`src/rtl/pc_stack_unit.sv`:
```
// ---------------------------------------------------------------------------
// pc_stack_unit
//
// Program-counter unit with an integrated hardware return-address stack.
// Supports sequential increment, absolute jump, PC-relative branch,
// subroutine call/return and interrupt entry. The PC is held as ADDR_W-1
// bits (halfword aligned); bit 0 of every address input is ignored.
//
// Configuration macro: PC_CALL_STACK_EN
//   defined   - return-address stack is built (CALL/IRQ push, RET pops).
//   undefined - no stack storage; CALL acts as JUMP, IRQ jumps without
//               saving the PC, RET holds the PC and flags underflow, and
//               stack_depth_out / return_addr_out / stack_overflow_out are 0.
//
// Ports:
//   clk_in              - clock, rising edge
//   reset_in            - asynchronous, active-high reset
//   pc_update_en_in     - execute pc_op_in this cycle
//   pc_op_in            - 0 INC, 1 JUMP, 2 BRANCH, 3 CALL, 4 RET, 5 IRQ,
//                         6/7 reserved (hold)
//   target_addr_in      - absolute target for JUMP and CALL
//   rel_offset_in       - signed byte offset for BRANCH
//   clear_err_in        - clears the sticky error flags
//   program_counter_out - current PC, bit 0 always 0
//   return_addr_out     - top-of-stack entry, 0 when empty
//   stack_depth_out     - number of valid stack entries
//   stack_overflow_out  - sticky: push while full
//   stack_underflow_out - sticky: RET while empty
// ---------------------------------------------------------------------------
module pc_stack_unit #(
    parameter int                ADDR_W      = 16,
    parameter int                STACK_DEPTH = 4,
    parameter logic [ADDR_W-1:0] RESET_VEC   = 16'h0000,
    parameter logic [ADDR_W-1:0] IRQ_VEC     = 16'h0004
) (
    input  logic                           clk_in,
    input  logic                           reset_in,
    input  logic                           pc_update_en_in,
    input  logic [2:0]                     pc_op_in,
    input  logic [ADDR_W-1:0]              target_addr_in,
    input  logic [ADDR_W-1:0]              rel_offset_in,
    input  logic                           clear_err_in,
    output logic [ADDR_W-1:0]              program_counter_out,
    output logic [ADDR_W-1:0]              return_addr_out,
    output logic [$clog2(STACK_DEPTH):0]   stack_depth_out,
    output logic                           stack_overflow_out,
    output logic                           stack_underflow_out
);

    localparam int PW    = ADDR_W - 1;
    localparam int DW    = $clog2(STACK_DEPTH) + 1;
    localparam int PTR_W = $clog2(STACK_DEPTH);

    localparam logic [2:0] OP_INC    = 3'd0;
    localparam logic [2:0] OP_JUMP   = 3'd1;
    localparam logic [2:0] OP_BRANCH = 3'd2;
    localparam logic [2:0] OP_CALL   = 3'd3;
    localparam logic [2:0] OP_RET    = 3'd4;
    localparam logic [2:0] OP_IRQ    = 3'd5;

    logic [PW-1:0] pc_q;
    logic [PW-1:0] pc_d;
    logic [PW-1:0] pc_inc;
    logic          unf_q;
    logic          unf_set;

    // Address LSBs are architecturally ignored.
    logic unused_lsbs;
    assign unused_lsbs = target_addr_in[0] ^ rel_offset_in[0];

    // Halfword arithmetic modulo 2^(ADDR_W-1) equals byte arithmetic
    // modulo 2^ADDR_W with bit 0 forced to zero.
    assign pc_inc = pc_q + PW'(1);

`ifdef PC_CALL_STACK_EN
    logic [PW-1:0]    stack_q [STACK_DEPTH];
    logic [PTR_W-1:0] top_q;
    logic [PTR_W-1:0] top_inc;
    logic [DW-1:0]    depth_q;
    logic             ovf_q;
    logic             push;
    logic             pop;
    logic             ovf_set;
    logic [PW-1:0]    push_val;

    assign top_inc = top_q + PTR_W'(1);
`endif

    always_comb begin
        pc_d    = pc_q;
        unf_set = 1'b0;
`ifdef PC_CALL_STACK_EN
        push     = 1'b0;
        pop      = 1'b0;
        push_val = pc_inc;
`endif
        if (pc_update_en_in) begin
            case (pc_op_in)
                OP_INC:    pc_d = pc_inc;
                OP_JUMP:   pc_d = target_addr_in[ADDR_W-1:1];
                OP_BRANCH: pc_d = pc_q + rel_offset_in[ADDR_W-1:1];
                OP_CALL: begin
                    pc_d = target_addr_in[ADDR_W-1:1];
`ifdef PC_CALL_STACK_EN
                    push     = 1'b1;
                    push_val = pc_inc;
`endif
                end
                OP_RET: begin
`ifdef PC_CALL_STACK_EN
                    if (depth_q != '0) begin
                        pop  = 1'b1;
                        pc_d = stack_q[top_q];
                    end else begin
                        unf_set = 1'b1;
                    end
`else
                    unf_set = 1'b1;
`endif
                end
                OP_IRQ: begin
                    pc_d = IRQ_VEC[ADDR_W-1:1];
`ifdef PC_CALL_STACK_EN
                    // Save the interrupted instruction's own address.
                    push     = 1'b1;
                    push_val = pc_q;
`endif
                end
                default: pc_d = pc_q;
            endcase
        end
    end

    always_ff @(posedge clk_in or posedge reset_in) begin
        if (reset_in) begin
            pc_q  <= RESET_VEC[ADDR_W-1:1];
            unf_q <= 1'b0;
        end else begin
            pc_q <= pc_d;
            // A new error in the same cycle as a clear wins.
            if (unf_set)           unf_q <= 1'b1;
            else if (clear_err_in) unf_q <= 1'b0;
        end
    end

`ifdef PC_CALL_STACK_EN
    assign ovf_set = push && (depth_q == DW'(STACK_DEPTH));

    // Circular buffer: a push when full overwrites the slot after top,
    // which is exactly the oldest entry, so depth simply saturates.
    always_ff @(posedge clk_in or posedge reset_in) begin
        if (reset_in) begin
            for (int i = 0; i < STACK_DEPTH; i++) stack_q[i] <= '0;
            top_q   <= '0;
            depth_q <= '0;
            ovf_q   <= 1'b0;
        end else begin
            if (push) begin
                stack_q[top_inc] <= push_val;
                top_q            <= top_inc;
                if (depth_q != DW'(STACK_DEPTH)) depth_q <= depth_q + DW'(1);
            end else if (pop) begin
                top_q   <= top_q - PTR_W'(1);
                depth_q <= depth_q - DW'(1);
            end
            if (ovf_set)           ovf_q <= 1'b1;
            else if (clear_err_in) ovf_q <= 1'b0;
        end
    end

    assign return_addr_out    = (depth_q == '0) ? '0 : {stack_q[top_q], 1'b0};
    assign stack_depth_out    = depth_q;
    assign stack_overflow_out = ovf_q;
`else
    assign return_addr_out    = '0;
    assign stack_depth_out    = '0;
    assign stack_overflow_out = 1'b0;
`endif

    assign program_counter_out = {pc_q, 1'b0};
    assign stack_underflow_out = unf_q;

endmodule

```
`config.mk`:
```
export PLATFORM = sky130hd
export DESIGN_NAME = pc_stack_unit
export DESIGN_NICKNAME = d
export VERILOG_FILES = /design/src/rtl/pc_stack_unit.sv
export SDC_FILE = /design/constraint.sdc
export NUM_CORES = 1
export LEC_CHECK = 0
export ABC_AREA = 1
export CORE_MARGIN = 2
export CORE_UTILIZATION = 38
export CTS_BUF_LIST = sky130_fd_sc_hd__clkbuf_16
export CTS_CLUSTER_SIZE = 10
export DETAILED_ROUTE_END_ITERATION = 10
export GPL_TIMING_DRIVEN = 0
export MAX_ROUTING_LAYER = met4
export PLACE_DENSITY_LB_ADDON = 0.3
export SETUP_SLACK_MARGIN = 0.1
export SLEW_MARGIN = 20
export SYNTH_ARGS = -nofsm -noshare
export SYNTH_HDL_FRONTEND = slang
export SYNTH_SLANG_ARGS = --single-unit
```
`constraint.sdc`:
```
create_clock -name clk_in -period 1.8 [get_ports clk_in]
set_input_delay 0.36 -clock clk_in [delete_from_list [all_inputs] [get_ports clk_in]]
set_output_delay 0.36 -clock clk_in [all_outputs]
set_load 0.05 [all_outputs]
```
==> summary.txt <==
slowest stage delay, CP = 220 ps
htree depth = 1
post-synth cell types = 28
GR Overflow Total = 0
DR vias = 2372
Multi-input gate area = 1617 um^2
Worst setup EP type = register
critical path class = in2reg
synth warn = 0
Clock transition at path regs = 60 ps
violated checks = setup timing
area leader, netlist = dfrtp_1
Max-Cap Viols = 0
GRT Total Usage = 0.2128
leading cell type in the layout, fill and taps excluded = nand2_1
most frequent cells in the layout = nand2_1, inv_1, buf_4
Critical Path Source = pc_op_in[1]
Slowest-stage cell, CP = ha_4
register area = 401.6 um^2
layout cell share with drive strength beyond 1 = 0.3853
final setup fails = 9
mean area per synthesized cell = 6.035 um^2
HP Start = pc_op_in[0]
Cell Chain, Critical Path = buf_8 -> inv_12 -> nor3_4 -> inv_2 -> clkbuf_16 -> nor2_4 -> ha_4 -> nand3_1 -> nand3_2 -> nand3_1 -> nand3_1 -> nand2_1 -> nand3_2 -> a21oi_2
port buffer count = 52
RSZ-0062 raised after global routing = true
Max VDD drop = 0.3340 mV
Iteration-0 DRC Markers = 102
Cell Pwr Density = 798.2 nW/um^2
Slew HR = 0.5091
Fin Hold WS = 444.9 ps
f_max = 510.8 MHz
Final WS setup = -157.6 ps
std cell rows = 26
Core Footprint = 5010 um^2
number of global-route vias before repair = 2019
Critical Path Start Type = primary input
Die Area = 5702 um^2
Placer Congestion = 0.9389
Hold Buf Count CTS = 0
Syn Std Cell Area = 1943 um^2
Syn Inst Count = 322
top cells by area, synth = dfrtp_1, nand2_1, inv_1, ha_1, a21oi_1
Top delay family on crit path = simple AND/OR/NAND/NOR gates
drt total wl = 6640 um
Yosys reg bits = 16
status = finished, violations left
Worst Tran Pin Value = 735.5 ps
Setup WS pre-CTS = -1059 ps
Crit path top cell by count = nand3_1
CTS Buffer Depth = 2
vias per cell = 4.811
final critical-path required period = 1958 ps
Yosys top cell area share = 0.2061
crit path DAT = 2150 ps
crit path buf inv count = 4
Clock Tree Root = clkbuf_16
largest net degree at the start of global routing = 17
Die Wd = 75.51 um
Worst Clk Skew = 6.650 ps
worst skew pair latency = 260 ps
Area after DPL = 2688 um^2
DRC violations left = 0
Net count, final = 478
DRT antenna net count = 0
P&R area growth vs syn = 73.73%
Wirelength per Cell = 13.47 um
CTS tree = done
sequential area share after synthesis = 0.2061
peak fanout along the critical path = 5
final core occ = 0.6738
Pleak = 1.735 nW
Num CTS Buffers = 3
Max Slew Vio Count = 0
HPWL after DPL = 4004 um
initial antenna violation count = 0
Initial DRT Pass Iterations = 4
Initial Utilization = 0.3879
reg2reg start = pc_q[0]
final worst path period share = 1.088
number of fillers in the final layout = 418
Sink Count = 16
Crit path required time = 1990 ps
design area = 3376 um^2
ANT cells = 0
min-delay worst type = in2reg
io pins = 76
die height = 75.51 um
first-pass GRT wire length = 8983 um
Hold Vio Cnt, Final = 0
[sequential cells by signal (all words and copies together), names as in the netlist]
signal,flops
pc_q,15
stack_underflow_out,1
[cell usage after synthesis]
cell and number:
o211ai_1 1, or2_2 2, nand4_1 5, a21oi_1 34, nand2_2 2, buf_4 22, nand2_1 83, a32oi_1 1
o21ai_2 1, o21ai_0 5, nand3b_1 2, nor2_4 1, nor2_1 33, nand3_2 1, a21oi_2 2, nor2_2 2
inv_1 63, and2_1 1, o21ai_1 1, nand3_1 19, dfrtp_1 16, fa_1 1, buf_6 2, conb_1 1
buf_2 2, ha_1 14, inv_2 4, nor3_2 1
[final timing paths]
| path | endpoint | cells after the start | slack (ps) |
|---|---|---|---|
| max | pc_q[11] | 14 | -160 |
| min | stack_underflow_out | 4 | 440 |
| max reg2reg | pc_q[8] | 11 | 100 |
| min reg2reg | stack_underflow_out | 2 | 540 |
| max in group asynchronous | pc_q[0] | 2 | 770 |
| min in group asynchronous | pc_q[10] | 2 | 520 |
[report_power, final]
part	internal [W]	switching [W]	total, W
Sequential	0.000435	0.0000906	0.000525
Combinational	0.000673	0.00103	0.00170
Clock	0.000296	0.000173	0.000470
Total	0.00140	0.00129	0.00269
[per-stage QoR]
step	TNS [ps]	cells	power, W
3_5_place_dp	-13800	464	0.001825
5_1_grt	-2057	493	0.002842
4_1_cts	-257.2	481	0.002391
3_3_place_gp	-13480	464	0.001809
6_report	-980.3	493	0.002694
2_1_floorplan	-936.5	342	0.001454
[tightest hold or removal path: stages]
cell	delay, ps
buf_4	120
inv_2	50
nand4_1	60
o21ai_0	70
[kinds of logic after synthesis]
family,Yosys count,synth area share
AO/OA/AOI/OAI,45,0.1249
adder cells (fa/ha/maj),15,0.1005
flip-flops,16,0.2061
other,1,0.001930
AND/OR/NAND/NOR,152,0.3355
buffers and inverters,93,0.2312
[cell type report]
class	instances	area share
timing repair buffer	77	0.2131
clock inverter	1	0.001112
multi-input combinational	233	0.4789
tap	70	0.02595
inverter	67	0.07821
buffer	26	0.06153
sequential	16	0.1190
clock buffer	3	0.02224
[what timing repair did]
item,in CTS,in global routing
endpoints found under the hold margin,0,0
setup buffers,13,12
endpoints found under the setup margin,31,14
pin swaps,29,44
resized for setup,74,64
gates cloned,0,1
[per-layer routing]
layer / vias up / global-route usage / routed length (um)
li1: 1162 / - / -
met1: 1071 / 0.2623 / 2677
met2: 115 / 0.3565 / 3244
met3: 24 / 0.03175 / 483
met4: 0 / 0.07018 / 236
met5: - / - / 0
No activity file was read; power rests on OpenSTA's default activity.
